[src/rtl/pype_btn_pkg.sv]
// Shared button indices and helpers for the pype board (tilesort, mojo_top, button_conditioner).
// rep_phase_e and maxInt are used only when BTN_AUTOREPEAT_EN is defined.
package pype_btn_pkg;

  localparam int NUM_BTN    = 5;
  localparam int BTN_UP     = 0;
  localparam int BTN_CENTER = 1;
  localparam int BTN_DOWN   = 2;
  localparam int BTN_LEFT   = 3;
  localparam int BTN_RIGHT  = 4;

  typedef enum logic {
    REP_DELAY  = 1'b0,
    REP_PERIOD = 1'b1
  } rep_phase_e;

  function automatic int maxInt(input int a, input int b);
    return (a > b) ? a : b;
  endfunction

endpackage

[src/rtl/btn_debounce_ch.sv]
// One button channel: two-flop synchronizer, saturating debounce counter and press pulse.
// Auto-repeat hold counter exists only when BTN_AUTOREPEAT_EN is defined.
module btn_debounce_ch
  import pype_btn_pkg::*;
#(
  parameter int DEBOUNCE_CYCLES = 1000000
`ifdef BTN_AUTOREPEAT_EN
  ,
  parameter bit REPEAT_EN     = 1'b1,
  parameter int REPEAT_DELAY  = 25000000,
  parameter int REPEAT_PERIOD = 5000000
`endif
) (
  input  logic clk,
  input  logic rst,
  input  logic i_raw,
  output logic o_level,
  output logic o_press
);

  localparam int CNT_W = $clog2(DEBOUNCE_CYCLES + 1);
  localparam logic [CNT_W-1:0] CNT_LAST = CNT_W'(DEBOUNCE_CYCLES - 1);
  localparam logic [CNT_W-1:0] CNT_MAX  = '1;

  logic             r_sync1;
  logic             r_sync2;
  logic             r_level;
  logic             r_press;
  logic [CNT_W-1:0] r_cnt;

  logic w_differ;
  logic w_accept;
  logic w_rise;
  logic w_repeat;

  assign w_differ = (r_sync2 != r_level);
  assign w_accept = w_differ && (r_cnt == CNT_LAST);
  assign w_rise   = w_accept && !r_level;

  // A level change is accepted only after DEBOUNCE_CYCLES consecutive disagreeing samples.
  always_ff @(posedge clk) begin
    if (rst) begin
      r_sync1 <= 1'b0;
      r_sync2 <= 1'b0;
      r_level <= 1'b0;
      r_press <= 1'b0;
      r_cnt   <= '0;
    end else begin
      r_sync1 <= i_raw;
      r_sync2 <= r_sync1;
      if (!w_differ) begin
        r_cnt <= '0;
      end else if (w_accept) begin
        r_cnt   <= '0;
        r_level <= ~r_level;
      end else if (r_cnt != CNT_MAX) begin
        r_cnt <= r_cnt + 1'b1;
      end
      r_press <= w_rise || w_repeat;
    end
  end

`ifdef BTN_AUTOREPEAT_EN
  localparam int HOLD_W = $clog2(maxInt(REPEAT_DELAY, REPEAT_PERIOD) + 1);
  localparam logic [HOLD_W-1:0] DELAY_LAST  = HOLD_W'(REPEAT_DELAY - 1);
  localparam logic [HOLD_W-1:0] PERIOD_LAST = HOLD_W'(REPEAT_PERIOD - 1);
  localparam logic [HOLD_W-1:0] HOLD_MAX    = '1;

  rep_phase_e        r_phase;
  rep_phase_e        w_phaseNext;
  logic [HOLD_W-1:0] r_hold;
  logic [HOLD_W-1:0] w_holdNext;
  logic [HOLD_W-1:0] w_holdTarget;

  always_ff @(posedge clk) begin
    if (rst) begin
      r_phase <= REP_DELAY;
      r_hold  <= '0;
    end else begin
      r_phase <= w_phaseNext;
      r_hold  <= w_holdNext;
    end
  end

  // The hold counter restarts on the initial press edge, so a repeat can never land on it.
  always_comb begin
    w_phaseNext  = r_phase;
    w_holdNext   = r_hold;
    w_repeat     = 1'b0;
    w_holdTarget = (r_phase == REP_DELAY) ? DELAY_LAST : PERIOD_LAST;
    if (!REPEAT_EN || !r_level || w_accept) begin
      w_phaseNext = REP_DELAY;
      w_holdNext  = '0;
    end else if (r_hold == w_holdTarget) begin
      w_repeat    = 1'b1;
      w_phaseNext = REP_PERIOD;
      w_holdNext  = '0;
    end else if (r_hold != HOLD_MAX) begin
      w_holdNext = r_hold + 1'b1;
    end
  end
`else
  assign w_repeat = 1'b0;
`endif

  assign o_level = r_level;
  assign o_press = r_press;

endmodule

[src/rtl/button_conditioner.sv]
// Debounces the five pype board buttons and emits one-cycle press pulses per channel.
// Define BTN_AUTOREPEAT_EN to add held-button auto-repeat on the channels set in REPEAT_MASK.
module button_conditioner
  import pype_btn_pkg::*;
#(
  parameter int                 DEBOUNCE_CYCLES = 1000000,
  parameter int                 REPEAT_DELAY    = 25000000,
  parameter int                 REPEAT_PERIOD   = 5000000,
  parameter logic [NUM_BTN-1:0] REPEAT_MASK     = 5'b11101
) (
  input  logic               clk,
  input  logic               rst,
  input  logic [NUM_BTN-1:0] io_button,
  output logic [NUM_BTN-1:0] btn_level,
  output logic [NUM_BTN-1:0] btn_press
);

  // Repeat timing only reaches the channels in the auto-repeat build; this empty
  // guard keeps every configuration parameter referenced in both builds.
  if ((DEBOUNCE_CYCLES < 1) || (REPEAT_DELAY < 1) || (REPEAT_PERIOD < 1) ||
      ($bits(REPEAT_MASK) != NUM_BTN)) begin : g_badConfig
  end

  for (genvar g = 0; g < NUM_BTN; g++) begin : g_ch
    btn_debounce_ch #(
      .DEBOUNCE_CYCLES(DEBOUNCE_CYCLES)
`ifdef BTN_AUTOREPEAT_EN
      ,
      .REPEAT_EN      (REPEAT_MASK[g]),
      .REPEAT_DELAY   (REPEAT_DELAY),
      .REPEAT_PERIOD  (REPEAT_PERIOD)
`endif
    ) u_ch (
      .clk    (clk),
      .rst    (rst),
      .i_raw  (io_button[g]),
      .o_level(btn_level[g]),
      .o_press(btn_press[g])
    );
  end

endmodule

[config.mk]
export PLATFORM = sky130hd
export DESIGN_NAME = button_conditioner
export DESIGN_NICKNAME = d
export VERILOG_FILES = /design/src/rtl/pype_btn_pkg.sv /design/src/rtl/btn_debounce_ch.sv /design/src/rtl/button_conditioner.sv
export SDC_FILE = /design/constraint.sdc
export NUM_CORES = 1
export LEC_CHECK = 0
export CORE_MARGIN = 3
export CORE_UTILIZATION = 57
export CTS_BUF_LIST = sky130_fd_sc_hd__clkbuf_2 sky130_fd_sc_hd__clkbuf_4 sky130_fd_sc_hd__clkbuf_8
export CTS_CLUSTER_DIAMETER = 120
export DETAILED_ROUTE_END_ITERATION = 7
export DONT_BUFFER_PORTS = 1
export GPL_TIMING_DRIVEN = 0
export PLACE_DENSITY = 0.83
export SLEW_MARGIN = 20
export SYNTH_ARGS = -nofsm -noshare
export SYNTH_HDL_FRONTEND = slang
export SYNTH_SLANG_ARGS = --single-unit
[constraint.sdc]
create_clock -name clk -period 5.6 [get_ports clk]
set_clock_uncertainty 0.1 [all_clocks]
set_input_delay 1.12 -clock clk [delete_from_list [all_inputs] [get_ports clk]]
set_output_delay 1.12 -clock clk [all_outputs]
set_load 0.05 [all_outputs]
# Word-level counts from Yosys, hierarchy flattened
# Cells that the tools add are included.
[word_totals]
reg_bits = 120
inputBits = 7
out_inout_bits = 10
wordCells = 80
[op_classes]
addsub = 5
eq_ne = 15
n_bitwise = 10
reduce_logical = 25
[op_table]
columns = ["op", "n"]
rows = [
  ["$add 20x1->20 const B", 5],
  ["$eq 20x20->1 const B", 5],
  ["$ne 20x20->1 const B", 5],
  ["$reduce_or 3->1", 5],
  ["$logic_and 1x1->1", 10],
  ["$not 1->1", 10],
  ["$reduce_and 2->1", 5],
  ["$logic_not 1->1", 5],
  ["$ne 1x1->1", 5],
]

# Longest topological paths before layout
# Gate-level depths: netlist of run 1.
[depth]
ltp_word = 3
ltp_mapped = 7
depth_no_buf = 5

# By module
# From an unflattened synthesis of run 1, not the netlist that was laid out.
[unflattened]
cells_unflattened = 715
area_unflattened_um2 = 6105.9
[by_module_without_submodules]
columns = ["module", "n_inst", "cells_per_inst", "area_per_inst_um2", "seq_area_each_um2"]
rows = [
  ["btn_debounce_ch", 5, 143, 1221.2, 480.5],
]

# Worst setup path after synthesis of run 1
# Ideal clock, no wire load.
[synth_path]
kind = "input-to-reg"
from = "input rst"
to = "register g_ch[1].u_ch.r_cnt[15]"
setup_ns = 0.137
arrival_ns = 2.074
required_ns = 5.363
slack_ns = 3.289
path_stages = 6
n_path_buf = 3
path_cell_list = "clkbuf_1 -> clkbuf_1 -> clkbuf_1 -> nor3_1 -> o21ai_0 -> mux2i_1"
[synth_between]
elab_chain_cells = 1
[synth_lines]
columns = ["item", "line", "source"]
rows = [
  ["start: declaration", "button_conditioner.sv:12", "input logic rst,"],
  ["$reduce_or 3->1 (no line)", "n/a", ""],
  ["end signal: assignment", "btn_debounce_ch.sv:57", "r_cnt <= r_cnt + 1'b1;"],
  ["end: declaration", "btn_debounce_ch.sv:29", "logic [CNT_W-1:0] r_cnt;"],
]
# Every way passes these cells.
# A chain may end at the register's enable or synchronous reset.

# Worst setup path after layout of run 1
[layout_path]
from = "register g_ch[0].u_ch.r_cnt[0]"
to = "register g_ch[0].u_ch.r_cnt[11]"
[layout_between]
elab_chain_cells = 3
elab_cells_between_ends = 5
classes_between = "1 x add/sub; 2 x eq/ne; 2 x reduce/logical"
[layout_lines]
columns = ["item", "line"]
rows = [
  ["start: declaration", "btn_debounce_ch.sv:29"],
  ["start signal: assignment", "btn_debounce_ch.sv:57"],
  ["branches (longest 3 deep; another with $add 20x1->20)", "n/a"],
]
# Parallel ways; which one is timed is not known.

==> results of run 1 <==
[state kept, by name, summed over array words and instances, names as in the netlist]
| register | count |
|---|---|
| g_ch.u_ch.r_cnt | 100 |
| g_ch.u_ch.o_level | 5 |
| g_ch.u_ch.o_press | 5 |
| g_ch.u_ch.r_sync1 | 5 |
| g_ch.u_ch.r_sync2 | 5 |
[per-layer routing]
layer / up-vias / wire length [um] / track usage, %
met5: - / 0 / 0
met4: 0 / 131 / 7.635
met3: 18 / 845 / 5.950
met2: 184 / 7180 / 40.61
met1: 2911 / 6671 / 31.21
li1: 2975 / - / -
[final timing paths]
path / start / endpoint
worst max-delay path: g_ch[0].u_ch.r_cnt[0] / g_ch[0].u_ch.r_cnt[11]
worst min-delay path: g_ch[2].u_ch.r_sync1 / g_ch[2].u_ch.r_sync2
worst min register to register: g_ch[2].u_ch.r_sync1 / g_ch[2].u_ch.r_sync2
worst max register to register: g_ch[0].u_ch.r_cnt[0] / g_ch[0].u_ch.r_cnt[11]
[synth_stat cells (5+ instances only)]
cell,instances,area share (%)
o211ai_1,15,1.8
a21boi_0,6,0.72
a31oi_1,20,2.0
nor4bb_1,5,0.80
nand3_1,32,2.6
buf_4,11,1.3
nand4_1,36,3.6
nand4b_1,6,0.84
and4_1,10,1.4
mux2i_1,29,4.6
nor4_1,16,1.6
a21oi_1,50,4.0
nor3_1,56,4.5
nor4b_1,6,0.84
or3_1,35,3.5
xnor2_1,5,0.70
nor2_1,36,2.2
or4_1,14,1.7
ha_1,5,1.0
nand2_1,56,3.4
o21ai_0,40,3.2
dfxtp_1,120,38
clkbuf_1,31,1.9
inv_1,13,0.78
a211oi_1,24,2.9
o31ai_1,13,1.6
nor2b_1,10,1.0
and3_1,13,1.3
[layout make-up]
type,instances,area (um^2)
inverter,13,48.80
buffer,47,232.7
multi-input combinational,579,3578
tap,136,170.2
sequential,120,2402
clock inverter,12,142.6
fill,867,3665
clock buffer,20,269.0
[worst register-to-register path: stages (launching register included)]
cell and delay (ns):
dfxtp_1 0.41, ha_1 0.25, and3_1 0.17, clkbuf_1 0.23, nand4_1 0.33, o21ai_1 0.61
buf_2 0.36, a21oi_1 0.08
[power by group through the flow]
| stage | Clock [uW] | Sequential [uW] | Combinational, uW |
|---|---|---|---|
| after detailed placement | 0 | 880 | 29.4 |
| after CTS | 802 | 860 | 29.8 |
| after floorplan | 0 | 879 | 21.9 |
| final | 789 | 860 | 29.9 |
| after global routing | 844 | 860 | 33.6 |
| after global placement | 0 | 879 | 28.1 |
[cells by family after synthesis]
logic type / count (synthesis) / synth area share (%)
XOR/XNOR: 6 / 0.8392
flip-flops: 120 / 38.36
AO/OA/AOI/OAI: 189 / 18.90
AND/OR/NAND/NOR: 350 / 31.77
buffers and inverters: 60 / 4.496
adder cells (fa/ha/maj): 5 / 0.9990
multiplexers: 29 / 4.635
[stage by stage]
step	hold WS (ns)	instance area, um^2	power, uW	worst slack [ns]
detailed placement	0.3265	6432	909.0	2.643
floorplan	0.3138	6262	900.7	3.289
global placement	0.3180	6432	907.4	2.740
CTS	0.3470	6844	1691	2.968
global route	0.3607	6844	1738	2.784
finish	0.3427	6844	1679	2.950
==> results.toml, run 1 <==
[outcome]
outcome = "complete, no violations"

[timing]
fin_crit_sh_pct = 47.31
worst_pin_slew_ns = 0.7150
fmax_mhz = 377.4
rsz0062_at_grt = "false"
max_slew_margin_pct = 51.94
final_hold_viol_count = 0
finalSetupViolCount = 0
tns_ns = 0
drv_slew = 0
fin_crit_ns = 2.650

[detailed_routing]
wl_per_cell_um = 16.00
drt_first_iter_violations = 548
drt_first_pass_iters = 5
ant_nets = 0
routed_via_density = 6.567
wl_mm = 14.83
vias = 6088
remaining_drc_errors = 0

[finish]
drive_gt1_share_pct = 8.217
diodes = 0
final_cell_mix = "120 x dfxtp_1, 56 x nand2_1, 56 x nor3_1"
layout.nets = 790
stdcell_count = 927
synthToLayoutAreaGrowth_pct = 9.291
final_common_cell = "dfxtp_1"
postLayoutCoreUtil_pct = 65.13

[clocking]
cts_max_level = 4
clock_sinks = 120
clkLatencyLatePin_ns = 0.43
cts_made_buffers = 17
clk_pin_slew_ns = 0.07
ctsHoldBuffers = 0
cts_max_path_buffers = 2
clockRootBuffer = "clkbuf_8"
cts_setup_buffers = 0
cts-resized-gates = 0
cts_tree = "yes"

[pwr]
pwr-share-comb_pct = 1.8
p_sw_uw = 382.8
powerDensity_nw_per_um2 = 245.3
internal_power_uw = 1296
power_frac_seq_pct = 51.2
leakagePower_uw = 0.001900
pwr-share-clk_pct = 47.0
vdd_drop_max_mv = 0.2290
switching_share_pct = 22.81

[die]
rows = 37
die-area_um2 = 12280
dieHeight_um = 110.8
pin_count = 17
chipWidth_um = 110.8
coreArea_um2 = 10510
start_util_pct = 59.59

[yosys]
netlist_area_um2 = 6262
ys_seq_area_share_pct = 38.36
synthFlopType = "dfxtp_1"
syn_avg_cell_area_um2 = 8.251
yosysUniqueCellTypes = 55
ys_ff_latch = 120
synthArstFlopShare_pct = 0
synth_edf_count = 0
yosysWarnings = 0
syn_inst = 759
syn_nets = 771

[place]
dp_hpwl_mm = 10.17
placed_cells = 895
port_buffers = 0
gp_congestion = 0.9201

[setup_path]
critPathRequiredTime_ns = 5.81
endpoint_kind = "flip-flop"
path_buf_inv = 2
crit_path_start_kind = "flip-flop"
cpPeakStageDelay_ns = 0.61
cpMaxStageDelayCell = "o21ai_1"
r2r_setup_slack_ns = 2.95
path_max_fanout = 10
crit_family = "compound AO/OA/AOI/OAI gates"
cp_num_cells = 7
crit_chain = "ha_1 -> and3_1 -> clkbuf_1 -> nand4_1 -> o21ai_1 -> buf_2 -> a21oi_1"
cp.arrival_ns = 2.86
ff2ff_path_depth = 7
criticalPathCategory = "reg2reg"

[worst_hold_path]
hold_depth = 1
hold_class = "reg2reg"

[grt]
overflow = 0
grt_pass1_vias = 5734
grt_max_degree = 17
antenna_found_initial = 0
gr-usage-all-layers_pct = 24.39
grt_first_pass_wirelength_mm = 25.98

[run]
cap_violations = 0
Note: power is estimated with default switching activity, not from simulation.
==> run 2: changes to the inputs <==
--- a/config.mk
+++ b/config.mk
@@ -12,7 +12,7 @@
 export DETAILED_ROUTE_END_ITERATION = 7
 export DONT_BUFFER_PORTS = 1
 export GPL_TIMING_DRIVEN = 0
-export PLACE_DENSITY = 0.83
+export PLACE_DENSITY = 0.86
 export SLEW_MARGIN = 20
 export SYNTH_ARGS = -nofsm -noshare
 export SYNTH_HDL_FRONTEND = slang
==> constraint.sdc (replaced) <==
create_clock -name clk -period 2.2 [get_ports clk]
set_clock_uncertainty 0.1 [all_clocks]
set_input_delay 0.44 -clock clk [delete_from_list [all_inputs] [get_ports clk]]
set_output_delay 0.44 -clock clk [all_outputs]
set_load 0.05 [all_outputs]
==> run 2 against run 1 <==
Cell count is 2.2% higher; global-route usage is 0.75 points higher; first-iteration DRC count is 10% higher; sequential share of layout area is 1.3 points lower; register-to-register slack worse by 2.9 ns; routed wire length is 8.8% higher; clock-buffer cell count is 2 higher; core utilization is 3.1 points higher; worst hold slack worse by 0.31 ns; largest cell class unchanged.
==> results.toml, run 2 (synthesis gave the netlist of run 1 again) <==
[outcome]
outcome = "complete, no violations"

[pwr]
finalPower_uw = 4324
powerDensity_nw_per_um2 = 603.4
power_frac_seq_pct = 50.6
switching_share_pct = 21.41
pwr-share-comb_pct = 2.1
pwr-share-clk_pct = 47.4
vdd_drop_max_mv = 0.5868
leakagePower_uw = 0.002086
internal_power_uw = 3398
p_sw_uw = 925.8

[finish]
fillers = 814
max_flop_register = "g_ch.u_ch.r_cnt"
synthToLayoutAreaGrowth_pct = 14.43
final_cell_mix = "112 x dfxtp_1, 56 x nand2_1, 54 x nor3_1"
postLayoutCoreUtil_pct = 68.19
final_common_cell = "dfxtp_1"
drive_gt1_share_pct = 13.93
layout.nets = 811
diodes = 0
largest_reg_flops = 100

[die]
chipWidth_um = 110.8
start_util_pct = 59.59
dieHeight_um = 110.8
pin_count = 17
coreArea_um2 = 10510
die-area_um2 = 12280
rows = 37

[timing]
fin_crit_sh_pct = 97.29
max_slew_margin_pct = 60.71
worst_pin_slew_ns = 0.5746
finalSetupViolCount = 0
fin_crit_ns = 2.140
fmax_mhz = 467.2
final_hold_viol_count = 0
drv_slew = 0
rsz0062_at_grt = "true"

[grt]
grt_max_degree = 17
gr-usage-all-layers_pct = 25.14
overflow = 0
grt_first_pass_wirelength_mm = 26.07
antenna_found_initial = 0
grt_pass1_vias = 5864

[clocking]
cts_made_buffers = 17
cts_max_path_buffers = 2
clk_pin_slew_ns = 0.07
clkLatencyLatePin_ns = 0.45
clockRootBuffer = "clkbuf_8"
cts_tree = "yes"
clock_sinks = 120
cts_max_level = 4

[setup_path]
worstReg2RegStart = "g_ch[0].u_ch.r_cnt[16]"
worstSetupStartpoint = "g_ch[0].u_ch.r_cnt[16]"
criticalPathCategory = "reg2reg"
endpoint_kind = "flip-flop"
path_max_fanout = 9
critPathRequiredTime_ns = 2.45
cp.arrival_ns = 2.39
crit_path_start_kind = "flip-flop"

[detailed_routing]
vias = 6310
ant_nets = 0
remaining_drc_errors = 0
wl_per_cell_um = 17.04
routed_via_density = 6.663
drt_first_pass_iters = 5
wl_mm = 16.14
drt_first_iter_violations = 604

[worst_hold_path]
hold_class = "in2reg"
min_from = "io_button[0]"

[place]
dp_hpwl_mm = 10.51
gp_congestion = 0.9056
port_buffers = 0

[run]
cap_violations = 0
## run 2: changes by cell type in the layout (fill, tap and decap cells not counted), moves of 5 or more
cell      previous run  this run
clkbuf_1            31        21
dfxtp_1            120       112
buf_4               11        36
dfxtp_2              0         5
## run 2: worst max-delay path: stages, from the launching register on
cell and delay, ns:
dfxtp_1 0.31, buf_1 0.28, nand4_1 0.25, buf_4 0.21, nor3_2 0.44, nor3_1 0.16, a211oi_1 0.29
## run 2: worst paths after layout
path / depth (start not counted) / endpoint / slack [ns]
worst max-delay path: 6 / g_ch[0].u_ch.r_cnt[12] / 0.06
worst min-delay path: 1 / g_ch[0].u_ch.r_sync1 / 0.04
worst max register to register: 6 / g_ch[0].u_ch.r_cnt[12] / 0.06
worst min register to register: 1 / g_ch[3].u_ch.r_sync2 / 0.34
## run 2: what timing repair did
item                                    in CTS  in global routing
hold endpoints to repair                     3                  0
hold buffers                                 3                  0
resized for setup                           12                 34
endpoints found under the setup margin      60                 74
pin swaps                                    3                 15
setup buffers                                3                 20
## run 2: area by class of cell
type / count / area, um^2 / share of cell area, %
buffer: 42 / 226.5 / 3.160
multi-input combinational: 579 / 3695 / 51.56
clock buffer: 22 / 277.8 / 3.876
timing repair buffer: 26 / 202.7 / 2.829
inverter: 13 / 48.80 / 0.6810
clock inverter: 9 / 125.1 / 1.746
tap: 136 / 170.2 / 2.375
sequential: 120 / 2420 / 33.77
## run 2: metrics by stage
step	area, um^2	instances	TNS [ns]	setup slack [ns]	hold slack (ns)
after floorplan	6262	759	0	0.1529	0.3138
after global placement	6432	895	-7.055	-0.3086	0.3172
after detailed placement	6432	895	-11.88	-0.4564	0.3281
after CTS	6944	932	0	0.005086	0.007596
after global routing	7166	947	-0.1604	-0.05520	0.01472
final	7166	947	0	0.05966	0.03592
## run 2: power groups by stage
stage	logic (uW)	registers [uW]	clock network [uW]
after floorplan	55.7	2240	0
after detailed placement	75.1	2240	0
final	89.6	2190	2050
after CTS	82.9	2190	2080
after global placement	72.0	2240	0
after global routing	98.0	2190	2170
## run 2: per-layer routing
layer  up-vias  wire length (um)  GRT usage (%)
li1       3001                 -              -
met1      2976              6905          30.21
met2       289              7798          41.87
met3        44              1035          7.478
met4         0               399          10.51
met5         -                 0              0
==> run 3: changes to the inputs <==
--- a/config.mk
+++ b/config.mk
@@ -12,7 +12,8 @@
 export DETAILED_ROUTE_END_ITERATION = 7
 export DONT_BUFFER_PORTS = 1
 export GPL_TIMING_DRIVEN = 0
-export PLACE_DENSITY = 0.86
+export PLACE_DENSITY = 0.83
+export RECOVER_POWER = 100
 export SLEW_MARGIN = 20
 export SYNTH_ARGS = -nofsm -noshare
 export SYNTH_HDL_FRONTEND = slang
==> constraint.sdc (replaced) <==
create_clock -name clk -period 2.3 [get_ports clk]
set_clock_uncertainty 0.1 [all_clocks]
set_input_delay 0.46 -clock clk [delete_from_list [all_inputs] [get_ports clk]]
set_output_delay 0.46 -clock clk [all_outputs]
set_load 0.05 [all_outputs]
==> run 3 against run 2 <==
Clock-buffer cell count down 2; register-to-register slack gained 0.06 ns; sequential share of layout area up 0.63 points; non-clock buffer count is 10 lower; fmax is 2.1% lower; via count is 2.1% lower; highest routed layer unchanged.
==> results.toml, run 3 (synthesis gave the netlist of run 1 again) <==
[grt]
antenna_found_initial = 0
grt_first_pass_wirelength_mm = 26.26
grt_max_degree = 17
gr-usage-all-layers_pct = 24.65
overflow = 0
grt_pass1_vias = 5806

[clocking]
clockRootBuffer = "clkbuf_8"
cts_max_path_buffers = 2
cts_max_level = 4
cts_made_buffers = 17
ctsHoldBuffers = 0
clk_pin_slew_ns = 0.08
clkLatencyLatePin_ns = 0.43
cts_tree = "yes"
clock_sinks = 120

[timing]
fin_crit_ns = 2.185
worst_pin_slew_ns = 0.6518
fin_crit_sh_pct = 95.01
final_hold_viol_count = 0
drv_slew = 0
max_slew_margin_pct = 55.42
finalSetupViolCount = 0
fmax_mhz = 457.6
tns_ns = 0

[place]
dp_hpwl_mm = 10.17
port_buffers = 0
gp_congestion = 0.9201

[setup_path]
critPathRequiredTime_ns = 2.55
path_max_fanout = 8
endpoint_kind = "flip-flop"
worstSetupStartpoint = "g_ch[2].u_ch.r_cnt[4]"
cp.arrival_ns = 2.44
r2r_setup_slack_ns = 0.11
crit_path_start_kind = "flip-flop"
worstReg2RegStart = "g_ch[2].u_ch.r_cnt[4]"
criticalPathCategory = "reg2reg"

[detailed_routing]
drt_first_iter_violations = 501
wl_per_cell_um = 16.28
remaining_drc_errors = 0
ant_nets = 0
vias = 6178
drt_first_pass_iters = 7
routed_via_density = 6.586
wl_mm = 15.27

[die]
coreArea_um2 = 10510
die-area_um2 = 12280
pin_count = 17
start_util_pct = 59.59
rows = 37
dieHeight_um = 110.8
chipWidth_um = 110.8

[pwr]
p_sw_uw = 936.9
finalPower_uw = 4097
pwr-share-comb_pct = 1.9
vdd_drop_max_mv = 0.5893
leakagePower_uw = 0.001951
internal_power_uw = 3160
switching_share_pct = 22.87
powerDensity_nw_per_um2 = 586.7
pwr-share-clk_pct = 47.0
power_frac_seq_pct = 51.1

[worst_hold_path]
min_from = "io_button[4]"
hold_class = "in2reg"

[finish]
synthToLayoutAreaGrowth_pct = 11.51
largest_reg_flops = 100
final_cell_mix = "120 x dfxtp_1, 56 x nand2_1, 54 x nor3_1"
layout.nets = 801
final_common_cell = "dfxtp_1"
max_flop_register = "g_ch.u_ch.r_cnt"
fillers = 853
diodes = 0
postLayoutCoreUtil_pct = 66.45
drive_gt1_share_pct = 9.850

[run]
cap_violations = 0

[outcome]
outcome = "complete, no violations"
==> run 3: metal layers <==
layer  GRT usage, %  share of wire (%)
met5              0                  0
met4          8.046                1.1
met3          6.114                5.9
met2          41.10                 49
met1          31.27                 44
==> run 3: area by class of cell <==
| class | count | area (um^2) | area share (%) |
|---|---|---|---|
| buffer | 47 | 202.7 | 2.903 |
| clock buffer | 20 | 269.0 | 3.852 |
| clock inverter | 12 | 142.6 | 2.043 |
| inverter | 13 | 48.80 | 0.6988 |
| multi-input combinational | 579 | 3671 | 52.57 |
| sequential | 120 | 2402 | 34.40 |
| tap | 136 | 170.2 | 2.437 |
| timing repair buffer | 11 | 76.32 | 1.093 |
==> run 3: repair_timing <==
action | 4_1_cts | 5_1_grt
setup endpoints to repair | 48 | 50
pin swaps | 2 | 5
buffers inserted | 2 | 9
gates cloned | 0 | 0
resized for setup | 7 | 17
==> run 3: power by group through the flow <==
| stage | Sequential (uW) | Clock [uW] | Combinational (uW) |
|---|---|---|---|
| after floorplan | 2140 | 0 | 53.3 |
| after global placement | 2140 | 0 | 68.5 |
| after detailed placement | 2140 | 0 | 71.7 |
| after CTS | 2090 | 1950 | 73.6 |
| after global routing | 2090 | 2060 | 88.2 |
| final | 2090 | 1920 | 79.2 |
==> run 3: metrics by stage <==
stage	cell area [um^2]	setup WS, ns	hold WS (ns)	instances
6_report	6983	0.1148	0.05070	938
5_1_grt	6983	-0.02869	0.02701	938
4_1_cts	6893	0.04216	0.02598	929
3_5_place_dp	6432	-0.3004	0.3265	895
3_3_place_gp	6432	-0.2445	0.3180	895
2_1_floorplan	6262	0.2529	0.3138	759
==> run 3: worst max-delay path, stage by stage (launching register included) <==
cell and delay [ns]:
dfxtp_1 0.44, nand4_1 0.40, or4_4 0.66, or3_1 0.33, a31oi_1 0.18
==> run 3: final timing paths <==
path                                  to  cells after the start
hold / removal      g_ch[4].u_ch.r_sync1                      1
hold reg to reg     g_ch[1].u_ch.r_sync2                      1
setup reg to reg  g_ch[2].u_ch.r_cnt[19]                      4
setup / recovery  g_ch[2].u_ch.r_cnt[19]                      4
